--- src/rtl/seq_pkg.sv ---
// Shared types and constants for the serial pattern generator and its detector peers.
package seq_pkg;

  typedef enum logic [1:0] {
    IDLE  = 2'd0,
    SHIFT = 2'd1,
    DONE  = 2'd2
  } state_e;

  // Pattern width the detector side is built for.
  localparam int SEQ_PAT_W = 4;

  function automatic int idx_width(input int w);
    return (w > 1) ? $clog2(w) : 1;
  endfunction

endpackage

--- src/rtl/seq_gen_shifter.sv ---
// Purpose: PAT_W-bit load/shift register (MSB first) with bit_idx down-counter.
// Latency: load/shift take effect on the next edge. Backpressure: none, driven by the FSM.
module seq_gen_shifter
  import seq_pkg::*;
#(
  parameter int PAT_W = SEQ_PAT_W,
  parameter int IDX_W = idx_width(PAT_W)
) (
  input  logic             clk,
  input  logic             reset,
  input  logic             load,
  input  logic             shift_en,
  input  logic [PAT_W-1:0] load_dat,
  output logic             next_bit,
  output logic             last
);

  logic [PAT_W-1:0] shift_q, shift_d;
  logic [IDX_W-1:0] bit_idx_q, bit_idx_d;

  always_comb begin
    shift_d   = shift_q;
    bit_idx_d = bit_idx_q;
    if (load) begin
      shift_d   = load_dat;
      bit_idx_d = IDX_W'(PAT_W - 1);
    end else if (shift_en) begin
      shift_d = {shift_q[PAT_W-2:0], 1'b0};
      if (bit_idx_q != '0) begin
        bit_idx_d = bit_idx_q - IDX_W'(1);
      end
    end
  end

  always_ff @(posedge clk) begin
    if (reset) begin
      shift_q   <= '0;
      bit_idx_q <= '0;
    end else begin
      shift_q   <= shift_d;
      bit_idx_q <= bit_idx_d;
    end
  end

  // Bit that follows the one currently on the line, so the top can register dout.
  assign next_bit = shift_q[PAT_W-2];
  assign last     = (bit_idx_q == '0);

endmodule

--- src/rtl/seq_pattern_gen.sv ---
// Purpose: serial MSB-first pattern transmitter; SEQ_GEN_REPEAT_EN enables back-to-back repeats.
// Latency: first bit one cycle after start is accepted; all outputs registered.
// Backpressure: start honoured only while ready=1, otherwise dropped. Port repeat_cnt carries
// the repeat count ("repeat" is a reserved word).
module seq_pattern_gen
  import seq_pkg::*;
#(
  parameter int PAT_W = SEQ_PAT_W,
  parameter int REP_W = 4
) (
  input  logic             clk,
  input  logic             reset,
  input  logic             start,
  input  logic [PAT_W-1:0] pattern,
  input  logic [REP_W-1:0] repeat_cnt,
  output logic             ready,
  output logic             dout,
  output logic             valid,
  output logic             done
);

  state_e           state_q, state_d;
  logic             ready_q, ready_d;
  logic             dout_q, dout_d;
  logic             valid_q, valid_d;
  logic             done_q, done_d;
  logic             load, shift_en, next_bit, last;
  logic [PAT_W-1:0] load_dat;

`ifdef SEQ_GEN_REPEAT_EN
  logic [PAT_W-1:0] hold_q, hold_d;
  logic [REP_W-1:0] reps_left_q, reps_left_d;
`else
  logic unused_repeat;
  assign unused_repeat = ^repeat_cnt;
`endif

  seq_gen_shifter #(.PAT_W(PAT_W)) u_shifter (
    .clk      (clk),
    .reset    (reset),
    .load     (load),
    .shift_en (shift_en),
    .load_dat (load_dat),
    .next_bit (next_bit),
    .last     (last)
  );

  always_comb begin
    state_d  = state_q;
    load     = 1'b0;
    shift_en = 1'b0;
    load_dat = pattern;
`ifdef SEQ_GEN_REPEAT_EN
    hold_d      = hold_q;
    reps_left_d = reps_left_q;
`endif
    case (state_q)
      IDLE: begin
        if (start) begin
          load    = 1'b1;
          state_d = SHIFT;
`ifdef SEQ_GEN_REPEAT_EN
          hold_d      = pattern;
          reps_left_d = repeat_cnt;
`endif
        end
      end
      SHIFT: begin
        shift_en = 1'b1;
        if (last) begin
`ifdef SEQ_GEN_REPEAT_EN
          if (reps_left_q != '0) begin
            load        = 1'b1;
            load_dat    = hold_q;
            reps_left_d = reps_left_q - REP_W'(1);
          end else begin
            state_d = DONE;
          end
`else
          state_d = DONE;
`endif
        end
      end
      DONE:    state_d = IDLE;
      default: state_d = IDLE;
    endcase

    // Outputs are computed for the state being entered so they can be registered.
    ready_d = (state_d == IDLE);
    valid_d = (state_d == SHIFT);
    done_d  = (state_d == DONE);
    dout_d  = 1'b0;
    if (state_d == SHIFT) begin
      dout_d = load ? load_dat[PAT_W-1] : next_bit;
    end
  end

  always_ff @(posedge clk) begin
    if (reset) begin
      state_q <= IDLE;
      ready_q <= 1'b1;
      dout_q  <= 1'b0;
      valid_q <= 1'b0;
      done_q  <= 1'b0;
`ifdef SEQ_GEN_REPEAT_EN
      hold_q      <= '0;
      reps_left_q <= '0;
`endif
    end else begin
      state_q <= state_d;
      ready_q <= ready_d;
      dout_q  <= dout_d;
      valid_q <= valid_d;
      done_q  <= done_d;
`ifdef SEQ_GEN_REPEAT_EN
      hold_q      <= hold_d;
      reps_left_q <= reps_left_d;
`endif
    end
  end

  assign ready = ready_q;
  assign dout  = dout_q;
  assign valid = valid_q;
  assign done  = done_q;

endmodule

--- config.mk ---
export PLATFORM = sky130hd
export DESIGN_NAME = seq_pattern_gen
export DESIGN_NICKNAME = d
export VERILOG_FILES = /design/src/rtl/seq_pkg.sv /design/src/rtl/seq_gen_shifter.sv /design/src/rtl/seq_pattern_gen.sv
export SDC_FILE = /design/constraint.sdc
export NUM_CORES = 1
export LEC_CHECK = 0
export CORE_AREA = 2 2 39 41
export CTS_BUF_LIST = sky130_fd_sc_hd__clkbuf_8
export DETAILED_ROUTE_END_ITERATION = 16
export DIE_AREA = 0 0 41 43
export GPL_TIMING_DRIVEN = 0
export PLACE_DENSITY = 0.61
export SLEW_MARGIN = 20
export SYNTH_ARGS = -nofsm -noshare
export SYNTH_HDL_FRONTEND = slang
export SYNTH_SLANG_ARGS = --single-unit
--- constraint.sdc ---
create_clock -name clk -period 1.2 [get_ports clk]
set_input_delay 0.12 -clock clk [delete_from_list [all_inputs] [get_ports clk]]
set_output_delay 0.12 -clock clk [all_outputs]
set_load 0.01 [all_outputs]
# After elaboration in Yosys (flattened, before gate mapping)
# Index checks and enable logic that the tools add are counted.
# word_totals
ff_bits,11
input_bits,11
wordCells,32
# op_classes
n_addsub,1
eq_ne,3
n_mux,12
n_bitwise,1
reduce_logical,8
# op_table
operator,count
two-way mux 2 bit,5
logical NOT 2 bit,3
two-way mux 3 bit,2
nonzero test 2 bit,3
equality test 2 x 1 -> 1 bit (second input constant),2
two-way mux 1 bit,4
case mux 2 bit (2 select lines),1
equality test 2 bit (second input constant),1
AND reduction 2 bit,1
OR reduction 2 bit,1
subtractor 2 x 1 -> 2 bit (second input constant),1
NOT 1 bit,1

# Depth between registers and ports, before layout
# logic_depth
word_depth,6
depth_mapped,5
ltp_nobuf,5

# Modules after synthesis
# From an unflattened synthesis, not the netlist that was laid out.
# hier_totals
cells_unflattened,43
hier_area_um2,444.2
# modules_own_cells
module,n_inst,cells_per_inst,area_each_um2,seq_area_each_um2
seq_gen_shifter,1,24,237.7,100.1
seq_pattern_gen,1,19,206.4,120.1

# Worst setup path after synthesis
# No wires, ideal clock.
# synth_path
path_type,reg-to-reg
startpoint,reg u_shifter.bit_idx_q[0]
endpoint,reg u_shifter.bit_idx_q[0]
setup_time_ns,0.086
arrival_time_ns,1.022
t_required_ns,1.114
setup_slack_ns,0.092
stages_incl_launch_ff,5
period_less_slack_ns,1.108
path_cell_list,dfxtp_1 > inv_1 > ha_1 > mux2_2 > a211oi_1
# synth_via
elab_chain_cells,4
# synth_rtl
item,line,text
"start, declared",seq_gen_shifter.sv:19,"logic [IDX_W-1:0] bit_idx_q, bit_idx_d;"
"start signal, assigned",seq_gen_shifter.sv:41,bit_idx_q <= bit_idx_d;
subtractor 2 x 1 -> 2 bit,seq_gen_shifter.sv:30,bit_idx_d = bit_idx_q - IDX_W'(1);
two-way mux 2 bit,seq_gen_shifter.sv:29,if (bit_idx_q != '0) begin
two-way mux 2 bit,seq_gen_shifter.sv:27,end else if (shift_en) begin
two-way mux 2 bit,seq_gen_shifter.sv:24,if (load) begin
# Parallel ways exist; a longest one is shown, timed or not. The select of a mux whose other input is x is not followed.
# A chain may end at the register's enable or synchronous reset.

# Worst setup path after layout
# Same ends and word-level chain as after synthesis.

==> results <==
- The flow ran to the end, and the final reports show no timing, DRC or antenna violations.
- The share of the yosys chip area belonging to registers is 47.6%.
- The clock latency at the later pin of the worst-skew pair is 0.24 ns.
- Detailed placement ended at an HPWL of 618 um.
- At the end of the flow the core is filled with cells to 46.8%.
- The number of synthesis warnings is 0.
- The total standard cell area after synthesis is 463 um^2.
- The number of cells on the worst hold path is 3.
- The tree is rooted in a clkbuf_8.
- The transition time of the tightest slew-check pin is 0.481 ns.
- The congestion estimate from routability-driven global placement came to 0.760.
- The total via count after detailed routing is 377.
- The repair_antennas step left the layout with diodes totalling 0.
- For the final database, setup skew stands at 0.00412 ns.
- The arrival time at the worst endpoint is 1.33 ns.
- The cell count after synthesis came out at 48.
- The via count of the first global-routing pass came to 391.
- The number of placed instances, taps included, is 74.
- Setup repair after global routing could not meet its margin everywhere.
- The initialized floorplan defines 14 standard-cell rows.
- The critical path is of the flip-flop to flip-flop type.
- The height of the die is 43 um.
- Counting distinct cell types in the post-synthesis netlist gives 23.
- The predominant post-synthesis flop cell is dfxtp_1.
- In this run the tightest slew margin relative to its limit is 67.9%.
- In the global route stage, overall resource usage came out at 13.8%.
- The post-layout total power is 1.00 mW.
- The number of setup violations in the final report is 0.
- Dividing the detail-routed wire length by the instance count gives 12.1 um.
- The first global-routing pass estimated 1.63 mm of wire.
- In this run the most critical hold path is launched from pattern[0].
- Across the VDD grid, the largest voltage drop is 0.577 mV.
- The post-synthesis net count is 60.
- By area the synthesized netlist is led by dfxtp_1 (48%), a211oi_1 (4.9%), nor3_1 (4.3%).
- Once detail routing completed, the nets flagged for antenna violations numbered 0.
- The share of the synthesized area in the top cell type is 47.6%.
- The final worst-path setup slack is 0.0229 ns.
- The setup slack at placement is -0.154 ns.
- The number of enable flip-flop cells after synthesis is 0.
- The sort of element at the start of the critical path is a flip-flop.
- The chip width is 41 um.
- Max-cap violations in this run came to 0.
- The nature of the critical path endpoint is a flip-flop.
- Entering global routing, the biggest net connects 11 pins.
- The area of the die is 1760 um^2.
- The internal power consumption is 0.741 mW.
- Clock-pin slew was measured on the worst setup and hold paths at 0.05 ns.
- The clock share of power is 37.2%.
- The number of sinks handled by clock tree synthesis is 11.
- The overall overflow remaining after global route is 0.
- The path class of the tightest hold or removal check is input pin to flip-flop.
- In the final layout, the multi-input gates occupy 213 um^2.
- Dividing the detail-routed via count by the number of cells gives 4.83.
- The most common cell in the synthesized netlist is dfxtp_1.
- The relative contribution of sequential cells to total power is 42.0%.
- The number of flip-flops and latches in the synthesized netlist is 11.
- The final standard cell count with taps included and fillers excluded is 78.
- The storage element area is 221 um^2.
- The first TritonRoute pass finished after 3 iterations.
- The critical-path maximum fanout is 3.
- The number of hold violations in the final report came to 0.
- Compared with the post-synthesis result, the final layout area differs by 40.0%.
- The static leakage is 0.300 nW.
- Timing would allow up to 0.850 GHz.
- The post-route netlist has 24.2% of its cells at a drive strength greater than 1.
- The synthesized area per cell is 9.64 um^2.
- The data required time of the worst path is 1.35 ns.
- The switching share of total power is 26.1%.
- The first routing iteration left 7 violations.
- The number of buffers created by CTS is 3.
- In the routed design, unresolved DRC markers number 0.
- The TritonCTS clock tree is yes.
- The critical path starts at u_shifter.bit_idx_q[0]$_SDFFE_PP0P_.
- The count of buffers added on input and output ports is 10.
- The synthesized design spends more area on one cell type than any other, namely dfxtp_1.
- The final net count is 75.
- The routed wire length is 943 um.
- After floorplanning, the core was sized to cover 1380 um^2.
- Counting instances in the post-synthesis netlist gives the leading cell types as dfxtp_1 (11), nor2_1 (5), inv_1 (4), nor3_1 (4).
- Dividing total power by cell area gives a power density of 1550 nW/um^2.
- The fraction of the cycle the final worst path needs is 98.1%.
- The number of antenna violations at the first check in global routing was 0.
- The count of buffers added by post-CTS timing repair for setup is 0.
- The count of pins over their slew limit came to 0.
- The fraction of power consumed by combinational cells is 20.8%.
- The time the worst path needs with I/O delays and setup is 1.18 ns.
- Once the floorplan was initialized, standard cells occupied 33.5% of the core.
- The net switching power of the design is 0.262 mW.
- The share of flip-flops with an asynchronous set or reset is 0%.
- The level count of the clock H-tree is 1.
- The startpoint identified for the worst register-to-register timing path is u_shifter.bit_idx_q[0]$_SDFFE_PP0P_.
- The worst register-to-register path has a depth of 5.
- The filler cells instantiated in the layout total 134.
- The minimum setup slack among reg-to-reg paths is 0.02 ns.
- The number of top-level pins is 15.
- Counting along the longest clock path gives a buffer depth of 2.
-- repair_timing --
action | in CTS | in global routing
setup endpoints to repair | 2 | 7
pin swaps | 0 | 0
hold buffers | 0 | 0
gates resized for setup | 2 | 5
-- state kept, by name, indices dropped and copies added (netlist names) --
| register | flops |
|---|---|
| u_shifter.bit_idx_q | 2 |
| valid | 1 |
| state_q | 2 |
| u_shifter.shift_q | 3 |
| dout | 1 |
| done | 1 |
| ready | 1 |
-- metrics by stage --
step / TNS [ns] / instance area (um^2) / hold slack (ns)
6_report: 0 / 648 / 0.439
3_5_place_dp: -0.334 / 583 / 0.491
4_1_cts: 0 / 633 / 0.440
2_1_floorplan: 0 / 463 / 0.230
3_3_place_gp: -0.427 / 583 / 0.488
5_1_grt: -0.0867 / 648 / 0.463
-- cell type report --
class / count / area share (%)
clock buffers: 3 / 6.37
clock inverters: 1 / 0.772
inverters: 4 / 2.32
well taps: 16 / 3.09
multi-input cells: 30 / 32.8
flip-flops and latches: 11 / 34.2
repair buffers: 10 / 17.0
plain buffers: 3 / 3.47
-- layer usage --
layer  vias up  GRT usage (%)  routed length, um
met3         2           3.66                 54
met4         0           8.00                 14
li1        193              -                  -
met2        10           19.7                425
met1       172           17.9                448
met5         -              0                  0
-- power groups by stage --
stage / clock [mW] / combinational, mW / sequential [mW]
2_1_floorplan: 0 / 0.128 / 0.432
3_3_place_gp: 0 / 0.197 / 0.427
3_5_place_dp: 0 / 0.201 / 0.428
4_1_cts: 0.384 / 0.208 / 0.421
5_1_grt: 0.408 / 0.235 / 0.426
6_report: 0.373 / 0.209 / 0.421
-- critical path, cell delays in order (launching register included) --
cell and delay (ns):
dfxtp_2 0.33, inv_1 0.06, ha_2 0.18, nor2_1 0.06
mux2_2 0.27, a211oi_2 0.20
-- cell usage in the layout (no fill, tap or decap), types with 2 or more instances in the layout --
master	n
nor3_1	4
clkdlybuf4s50_1	6
nor2_1	5
a211oi_1	2
clkbuf_8	3
inv_1	4
dlymetal6s2s_1	4
dfxtp_1	10
o22ai_1	2
nand2_1	3
-- path summary, 6_finish.rpt --
| check | endpoint |
|---|---|
| min | u_shifter.shift_q[0]$_SDFFE_PP0P_ |
| max reg2reg | u_shifter.bit_idx_q[0]$_SDFFE_PP0P_ |
| max | u_shifter.bit_idx_q[0]$_SDFFE_PP0P_ |
| min reg2reg | u_shifter.shift_q[0]$_SDFFE_PP0P_ |
-- cells by family after synthesis --
family / Yosys count / synth area share, %
and+or+nand+nor: 17 / 21.9
DFF: 11 / 47.6
AOI/OAI and AO/OA: 10 / 15.1
buffers and inverters: 7 / 8.11
muxes: 2 / 4.59
adders and majority gates: 1 / 2.70
No activity file was read; power rests on OpenSTA's default activity.
